File: src/rtl/multicycle_control_unit_if.sv
// multicycle_control_unit_if: fetch handshake, memory status and datapath control strobes of the control unit
interface multicycle_control_unit_if;
  logic        instrValid;
  logic        instrReady;
  logic [31:0] instruction;
  logic        memReady;
  logic        zero;
  logic [1:0]  seuSignal;
  logic        aluSrc;
  logic [3:0]  aluOp;
  logic        regWrite;
  logic        memRead;
  logic        memWrite;
  logic        memToReg;
  logic        pcWrite;
  logic        pcSrc;
  logic        illegal;
  logic        busy;
  logic [15:0] retired;
  modport master (
    output instrValid, instruction, memReady, zero,
    input  instrReady, seuSignal, aluSrc, aluOp, regWrite, memRead, memWrite,
           memToReg, pcWrite, pcSrc, illegal, busy, retired
  );
  modport slave (
    input  instrValid, instruction, memReady, zero,
    output instrReady, seuSignal, aluSrc, aluOp, regWrite, memRead, memWrite,
           memToReg, pcWrite, pcSrc, illegal, busy, retired
  );
endinterface

File: src/rtl/multicycle_control_unit.sv
// multicycle_control_unit: LEGv8-subset multicycle controller (IDLE/DECODE/EXEC/MEM/WB) with retirement counter
module multicycle_control_unit (
  input logic                   clk,
  input logic                   rst,
  multicycle_control_unit_if.slave bus
);
  typedef enum logic [2:0] {IDLE, DECODE, EXEC, MEM, WB} state_t;
  state_t      state, next;
  logic [10:0] ir;
  logic [15:0] retired_q;
  logic        is_r, is_i, is_ld, is_st, is_d, is_b, is_cbz, is_ill, retire, act;
  logic [1:0]  seu;
  logic [3:0]  op;
  // Only the opcode field steers control, so IR holds instruction[31:21]
  assign is_r   = ir inside {11'b10001011000, 11'b11001011000, 11'b10001010000, 11'b10101010000};
  assign is_ld  = ir == 11'b11111000010;
  assign is_st  = ir == 11'b11111000000;
  assign is_d   = is_ld | is_st;
  assign is_i   = !is_r && !is_d && (ir[10:1] inside {10'b1001000100, 10'b1101000100});
  assign is_cbz = !is_r && !is_d && !is_i && ir[10:3] == 8'b10110100;
  assign is_b   = !is_r && !is_d && !is_i && !is_cbz && ir[10:5] == 6'b000101;
  assign is_ill = !(is_r | is_i | is_d | is_cbz | is_b);
  assign seu    = is_b ? 2'b01 : is_cbz ? 2'b10 : is_d ? 2'b11 : 2'b00;
  assign op     = (ir == 11'b11001011000 || (is_i && ir[9])) ? 4'b0110 :
                  ir == 11'b10001010000 ? 4'b0000 :
                  ir == 11'b10101010000 ? 4'b0001 :
                  is_cbz ? 4'b0111 :
                  (is_r | is_i | is_d) ? 4'b0010 : 4'b0000;
  assign act    = rst && state != IDLE;
  always_ff @(posedge clk) begin
    state     <= !rst ? IDLE : next;
    ir        <= !rst ? 11'd0 : (state == IDLE && bus.instrValid) ? bus.instruction[31:21] : ir;
    retired_q <= !rst ? 16'd0 : retired_q + {15'd0, retire};
  end
  always_comb begin
    next   = state;
    retire = 1'b0;
    case (state)
      IDLE:    next = bus.instrValid ? DECODE : IDLE;
      DECODE:  next = is_ill ? IDLE : EXEC;
      EXEC: begin
        next   = (is_r | is_i) ? WB : is_d ? MEM : IDLE;
        retire = is_b | is_cbz;
      end
      MEM: begin
        next   = !bus.memReady ? MEM : is_ld ? WB : IDLE;
        retire = bus.memReady && is_st;
      end
      WB: begin
        next   = IDLE;
        retire = 1'b1;
      end
      default: next = IDLE;
    endcase
    // Outputs are gated by rst so everything reads 0 while reset is held
    bus.instrReady = rst && state == IDLE;
    bus.busy       = act;
    bus.illegal    = rst && state == DECODE && is_ill;
    bus.seuSignal  = act ? seu : 2'b00;
    bus.aluOp      = act ? op : 4'b0000;
    bus.aluSrc     = rst && (state inside {EXEC, MEM, WB}) && (is_i | is_d);
    bus.memRead    = rst && state == MEM && is_ld;
    bus.memWrite   = rst && state == MEM && is_st;
    bus.regWrite   = rst && state == WB;
    bus.memToReg   = rst && state == WB && is_ld;
    bus.pcWrite    = rst && state == EXEC && (is_b | is_cbz);
    bus.pcSrc      = rst && state == EXEC && (is_b | (is_cbz & bus.zero));
    bus.retired    = rst ? retired_q : 16'd0;
  end
endmodule

File: src/flat_wrapper.sv
// flat-port wrapper written by rule: the top's interface ports become plain ports
module multicycle_control_unit_flat 
  (clk, rst, bus_instrValid, bus_instruction, bus_memReady, bus_zero, bus_instrReady, bus_seuSignal, bus_aluSrc, bus_aluOp, bus_regWrite, bus_memRead, bus_memWrite, bus_memToReg, bus_pcWrite, bus_pcSrc, bus_illegal, bus_busy, bus_retired);
  multicycle_control_unit_if bus_i ();
  input logic clk;
  input logic rst;
  input wire logic [$bits(bus_i.instrValid)-1:0] bus_instrValid;
  input wire logic [$bits(bus_i.instruction)-1:0] bus_instruction;
  input wire logic [$bits(bus_i.memReady)-1:0] bus_memReady;
  input wire logic [$bits(bus_i.zero)-1:0] bus_zero;
  output wire logic [$bits(bus_i.instrReady)-1:0] bus_instrReady;
  output wire logic [$bits(bus_i.seuSignal)-1:0] bus_seuSignal;
  output wire logic [$bits(bus_i.aluSrc)-1:0] bus_aluSrc;
  output wire logic [$bits(bus_i.aluOp)-1:0] bus_aluOp;
  output wire logic [$bits(bus_i.regWrite)-1:0] bus_regWrite;
  output wire logic [$bits(bus_i.memRead)-1:0] bus_memRead;
  output wire logic [$bits(bus_i.memWrite)-1:0] bus_memWrite;
  output wire logic [$bits(bus_i.memToReg)-1:0] bus_memToReg;
  output wire logic [$bits(bus_i.pcWrite)-1:0] bus_pcWrite;
  output wire logic [$bits(bus_i.pcSrc)-1:0] bus_pcSrc;
  output wire logic [$bits(bus_i.illegal)-1:0] bus_illegal;
  output wire logic [$bits(bus_i.busy)-1:0] bus_busy;
  output wire logic [$bits(bus_i.retired)-1:0] bus_retired;
  assign bus_i.instrValid = bus_instrValid;
  assign bus_i.instruction = bus_instruction;
  assign bus_i.memReady = bus_memReady;
  assign bus_i.zero = bus_zero;
  assign bus_instrReady = bus_i.instrReady;
  assign bus_seuSignal = bus_i.seuSignal;
  assign bus_aluSrc = bus_i.aluSrc;
  assign bus_aluOp = bus_i.aluOp;
  assign bus_regWrite = bus_i.regWrite;
  assign bus_memRead = bus_i.memRead;
  assign bus_memWrite = bus_i.memWrite;
  assign bus_memToReg = bus_i.memToReg;
  assign bus_pcWrite = bus_i.pcWrite;
  assign bus_pcSrc = bus_i.pcSrc;
  assign bus_illegal = bus_i.illegal;
  assign bus_busy = bus_i.busy;
  assign bus_retired = bus_i.retired;
  multicycle_control_unit u_core (.clk(clk), .rst(rst), .bus(bus_i));
endmodule
File: config.mk
export PLATFORM = sky130hd
export DESIGN_NAME = multicycle_control_unit_flat
export DESIGN_NICKNAME = d
export VERILOG_FILES = /design/src/rtl/multicycle_control_unit_if.sv /design/src/rtl/multicycle_control_unit.sv /design/src/flat_wrapper.sv
export SDC_FILE = /design/constraint.sdc
export NUM_CORES = 1
export LEC_CHECK = 0
export ABC_AREA = 0
export CAP_MARGIN = 20
export CORE_AREA = 3 3 94 60
export CTS_BUF_LIST = sky130_fd_sc_hd__clkbuf_8
export DETAILED_ROUTE_END_ITERATION = 8
export DIE_AREA = 0 0 97 63
export MAX_ROUTING_LAYER = met4
export PLACE_DENSITY = 0.76
export SLEW_MARGIN = 40
export SYNTH_ARGS = -nofsm -noshare
export SYNTH_HDL_FRONTEND = slang
export SYNTH_SLANG_ARGS = --single-unit
File: constraint.sdc
create_clock -name clk -period 5.3 [get_ports clk]
set_clock_uncertainty 0.05 [all_clocks]
set_input_delay 1.325 -clock clk [delete_from_list [all_inputs] [get_ports clk]]
set_output_delay 1.325 -clock clk [all_outputs]
set_load 0.02 [all_outputs]
# Word level (Yosys, flattened, before mapping)
# Cells that the tools add are included.
[word_totals]
ff_bits = 30
in_bits = 37
output_inout_bits = 32
word_cells = 80
[classes]
n_addsub = 1
eq_ne = 14
n_mux = 19
bitwise_logic = 9
reduce_logical = 34
[op_table]
columns = ["op", "n"]
rows = [
  ["$eq 11x11->1 const B", 6],
  ["$logic_and 1x1->1", 23],
  ["$eq 10x10->1 const B", 2],
  ["$mux 4", 5],
  ["$add 16x1->16", 1],
  ["$mux 16", 1],
  ["$mux 2", 7],
  ["$pmux 3 s4", 1],
  ["$mux 3", 3],
  ["$eq 8x8->1 const B", 1],
  ["$or 1x1->1", 8],
  ["$eq 3x2->1 const B", 2],
  ["$eq 6x3->1 const B", 1],
  ["$reduce_bool 3->1", 2],
  ["$logic_not 1->1", 5],
  ["$reduce_bool 4->1", 1],
  ["$eq 3x1->1 const B", 1],
  ["$eq 3x3->1 const B", 1],
  ["$logic_not 3->1", 1],
  ["$pmux 1 s3", 1],
  ["$reduce_bool 2->1", 1],
  ["$and 1x1->1", 1],
  ["$logic_or 1x1->1", 1],
  ["$mux 1", 1],
]

# Logic depth before layout (Yosys ltp)
[depth]
ltp_word = 14
mapped_depth = 11
mapped_depth_nobuf = 10

# Worst setup path after synthesis
# Ideal clock, no wire load.
[synth_path]
path_kind = "input -> output"
startpoint = "input rst"
endpoint = "output bus_aluSrc"
arrival_time_ns = 2.026
required_ns = 3.925
slack_ns = 1.899
stages = 2
path_cell_list = "clkinv_1 -> a211oi_1"
[synth_between]
elab_chain_len = 2
[synth_lines]
columns = ["element", "line", "source"]
rows = [
  ["start: declaration", "flat_wrapper.sv:6", "input logic rst;"],
  ["$logic_and 1x1->1 (2 in a row)", "multicycle_control_unit.sv:61", "bus.aluSrc = rst && (state inside {EXEC, MEM, WB}) && (is_i | is_d);"],
  ["end: declaration", "flat_wrapper.sv:13", "output wire logic [$bits(bus_i.aluSrc)-1:0] bus_aluSrc;"],
]
# Every way passes these cells.

# Worst setup path in the final report
# Same ends and word-level chain as after synthesis.

==> results by group <==
Pwr
  • Pint: 357.2 uW
  • LEAKAGE: 0.0008093 uW
  • Combinational power share: 0.095
  • Sequential power share: 0.500
  • Tot Pwr: 476.3 uW
  • Switching share of power: 0.2501
  • PwrDens: 206.9 nW/um^2
  • Psw: 119.1 uW
  • Share of total power in the clock network: 0.405
  • Max IR drop VDD: 0.1186 mV

Clock network
  • Post_cts resized: 0
  • Cts bufs inserted: 5
  • # clock sinks: 30
  • Clock buffer depth: 2
  • CTS Hold Bufs: 0
  • Skew-Pair Late Insertion Delay: 280 ps
  • H-Tree Level Count: 2
  • TritonCTS clock tree: yes
  • Root Driver: clkbuf_8
  • Clock Pin Slew Worst Setup and Hold Paths: 70 ps
  • Postcts setup bufs: 0

Floorplanning
  • Floorplan core area: 4930 sq um
  • Die Y: 63 um
  • Top Ports: 69
  • Total Die Area: 6111 sq um
  • Site Rows: 20
  • Die width: 97 um
  • Starting density of the core: 0.3404

Critical path
  • Crit path largest cell delay: 650 ps
  • CP Data Arrival Time: 3110 ps
  • Most used cell, CP: clkdlybuf4s50_1
  • Req. time, crit path: 3920 ps
  • Setup Crit Path Kind: in -> out
  • Crit-path max FO: 12
  • Critical-path cell list: clkdlybuf4s50_1 > clkinv_1 > buf_4 > a211oi_1 > clkdlybuf4s50_1
  • Type of origin of the critical path: input pin
  • CP max-delay cell: clkdlybuf4s50_1
  • Reg2reg path depth: 9
  • Crit end category: output port

Place
  • Post-Place Worst Slack: 796.7 ps
  • GPL Wtd Cong: 0.7903
  • Dpl cell area: 2207 sq um
  • Port buffer count: 46
  • Placed cells: 323
  • Hpwl dp: 3183 um

Timing
  • Min Tclk post-route: 4489 ps
  • Final Max Slew Viols: 0
  • Final worst path period share: 0.8470
  • Relative slew slack: 0.6094
  • Final Hold Fails: 0
  • Setup WS post-layout: 811.0 ps
  • Worst-Margin Slew: 581.5 ps
  • Max Clk Rate: 222.8 MHz
  • Setup TNS: 0 ps
  • Final setup violation count: 0
  • RSZ-0062 raised after global routing: false

Route
  • Drt wl/cell: 12.80 um
  • Post-route ant nets: 0
  • Via/cell ratio: 4.934
  • DRT Pass-1 Iters: 4
  • Met3 wire length: 234 um
  • Wire length on met1: 2137 um
  • DRT iter0 DRCs: 74
  • Via Count: 1633
  • Met2 wire len: 1846 um
  • Top Metal Used: met4
  • DRT Wirelength: 4236 um
  • Drc violations: 0

Cells and area
  • Non-filler cells, final: 331
  • Most frequent cells in the layout: 46 x clkdlybuf4s50_1, 31 x nand2_1, 30 x dfxtp_1
  • Area of the multi-input gates: 1018 sq um
  • Synth-to-layout area growth: 37.21%
  • FILL cells: 475
  • FF+latch area: 600.6 sq um
  • Commonest non-fill, non-tap cell in the layout: clkdlybuf4s50_1
  • Share of cells above drive strength 1: 0.07547
  • Final-stage net count: 303
  • N_diodes: 0
  • Design area: 2302 sq um

GRT
  • Total GRT Usage: 0.1476
  • Grt ovf: 0
  • Global-route wire length before repair: 7286 um
  • Largest net degree at the start of global routing: 21
  • Vias in the first global route: 1576
  • Initial antenna violation count: 0

Synthesis
  • Area share of fa/ha/maj cells after synthesis: 0.01491
  • Post-synth EDFFs: 0
  • Synth Area per Inst: 7.661 sq um
  • Synth Area in Compound Gates: 0.09620
  • Post-synthesis mux area share: 0
  • Sequential share of the synthesized area: 0.3579
  • #FFs+latches synth: 30
  • Syn_nets: 258
  • Synth warn: 0
  • Unique masters post-synth: 45
  • Post-Synth Simple-Gate Area: 0.4258
  • Post-synth ARST share: 0
  • Mapped Cells: 219
  • Synth Area in XOR/XNOR: 0.06264
  • Post-synth top flop: dfxtp_1
  • Largest family of logic cells by synthesized area: simple AND/OR/NAND/NOR gates
  • Cell Area, Synth: 1678 sq um

Worst hold path
  • WHS Path Cells: 2
  • Hold Path Class: reg -> reg

Job
  • Max Cap Viol: 0

Run status
  • Status: finished clean
[power by group through the flow]
| stage | logic (uW) | clock network [uW] | registers, uW |
|---|---|---|---|
| floorplan | 25.6 | 0 | 241 |
| global placement | 44.4 | 0 | 242 |
| detailed placement | 45.6 | 0 | 243 |
| CTS | 45.8 | 198 | 238 |
| global route | 49.7 | 207 | 239 |
| finish | 45.4 | 193 | 238 |
[critical path, delay by kind of cell]
family,cells,cell delay [ps]
AOI/OAI and AO/OA,1,230
buffers and inverters,4,1560
[final cells by class]
type,instances,share of cell area
Multi-Input combinational cell,173,0.4424
Tap cell,66,0.03587
Clock buffer,6,0.03587
Inverter,4,0.006522
Clock inverter,2,0.005435
Timing Repair Buffer,50,0.2130
Sequential cell,30,0.2609
[cell usage after synthesis (2+ instances only)]
cell type / n / area [sq um]
dfxtp_1: 30 / 600.6
a21oi_1: 17 / 85.08
nor3_1: 9 / 45.04
buf_2: 3 / 15.01
a31oi_1: 2 / 12.51
clkbuf_1: 8 / 30.03
nand2b_1: 3 / 18.77
ha_1: 2 / 25.02
and2_1: 20 / 125.1
nand4_1: 4 / 25.02
xnor2_1: 5 / 43.79
nand3_1: 11 / 55.05
inv_1: 3 / 11.26
nand2_1: 31 / 116.4
nor4bb_1: 2 / 20.02
nor2_1: 28 / 105.1
o21ai_0: 3 / 15.01
and4_1: 2 / 17.52
and3_1: 3 / 18.77
xor2_1: 7 / 61.31
a211oi_1: 2 / 15.01
[final timing paths]
| path | slack, ps | start | to |
|---|---|---|---|
| setup / recovery | 810 | rst | bus_aluSrc |
| hold reg to reg | 420 | u_core.retired_q[15] | u_core.retired_q[15] |
| hold / removal | 420 | u_core.retired_q[15] | u_core.retired_q[15] |
| setup reg to reg | 2590 | u_core.ir[2] | u_core.retired_q[15] |
[metrics by stage]
| stage | hold WS (ps) | util |
|---|---|---|
| floorplan | 394.2 | - |
| global placement | 404.1 | 0.4459 |
| detailed placement | 415.6 | 0.4477 |
| CTS | 426.6 | 0.4670 |
| global route | 450.7 | 0.4670 |
| finish | 424.4 | 0.4670 |
[kinds of logic after synthesis]
logic type / after synthesis
compound gates: 28
simple gates: 130
buf+inv: 16
fa+ha+maj: 2
flops: 30
other cells: 1
xor+xnor: 12
[per-layer routing]
metal | GRT usage | vias up
met1 | 0.1949 | 750
met3 | 0.03344 | 2
met5 | - | -
met2 | 0.2242 | 43
met4 | 0.04729 | 0
li1 | - | 838
[state kept, by name, indices dropped and copies added (netlist names)]
register          count
u_core.ir            11
u_core.retired_q     16
u_core.state          3
Power figures use the tool's default switching activity.
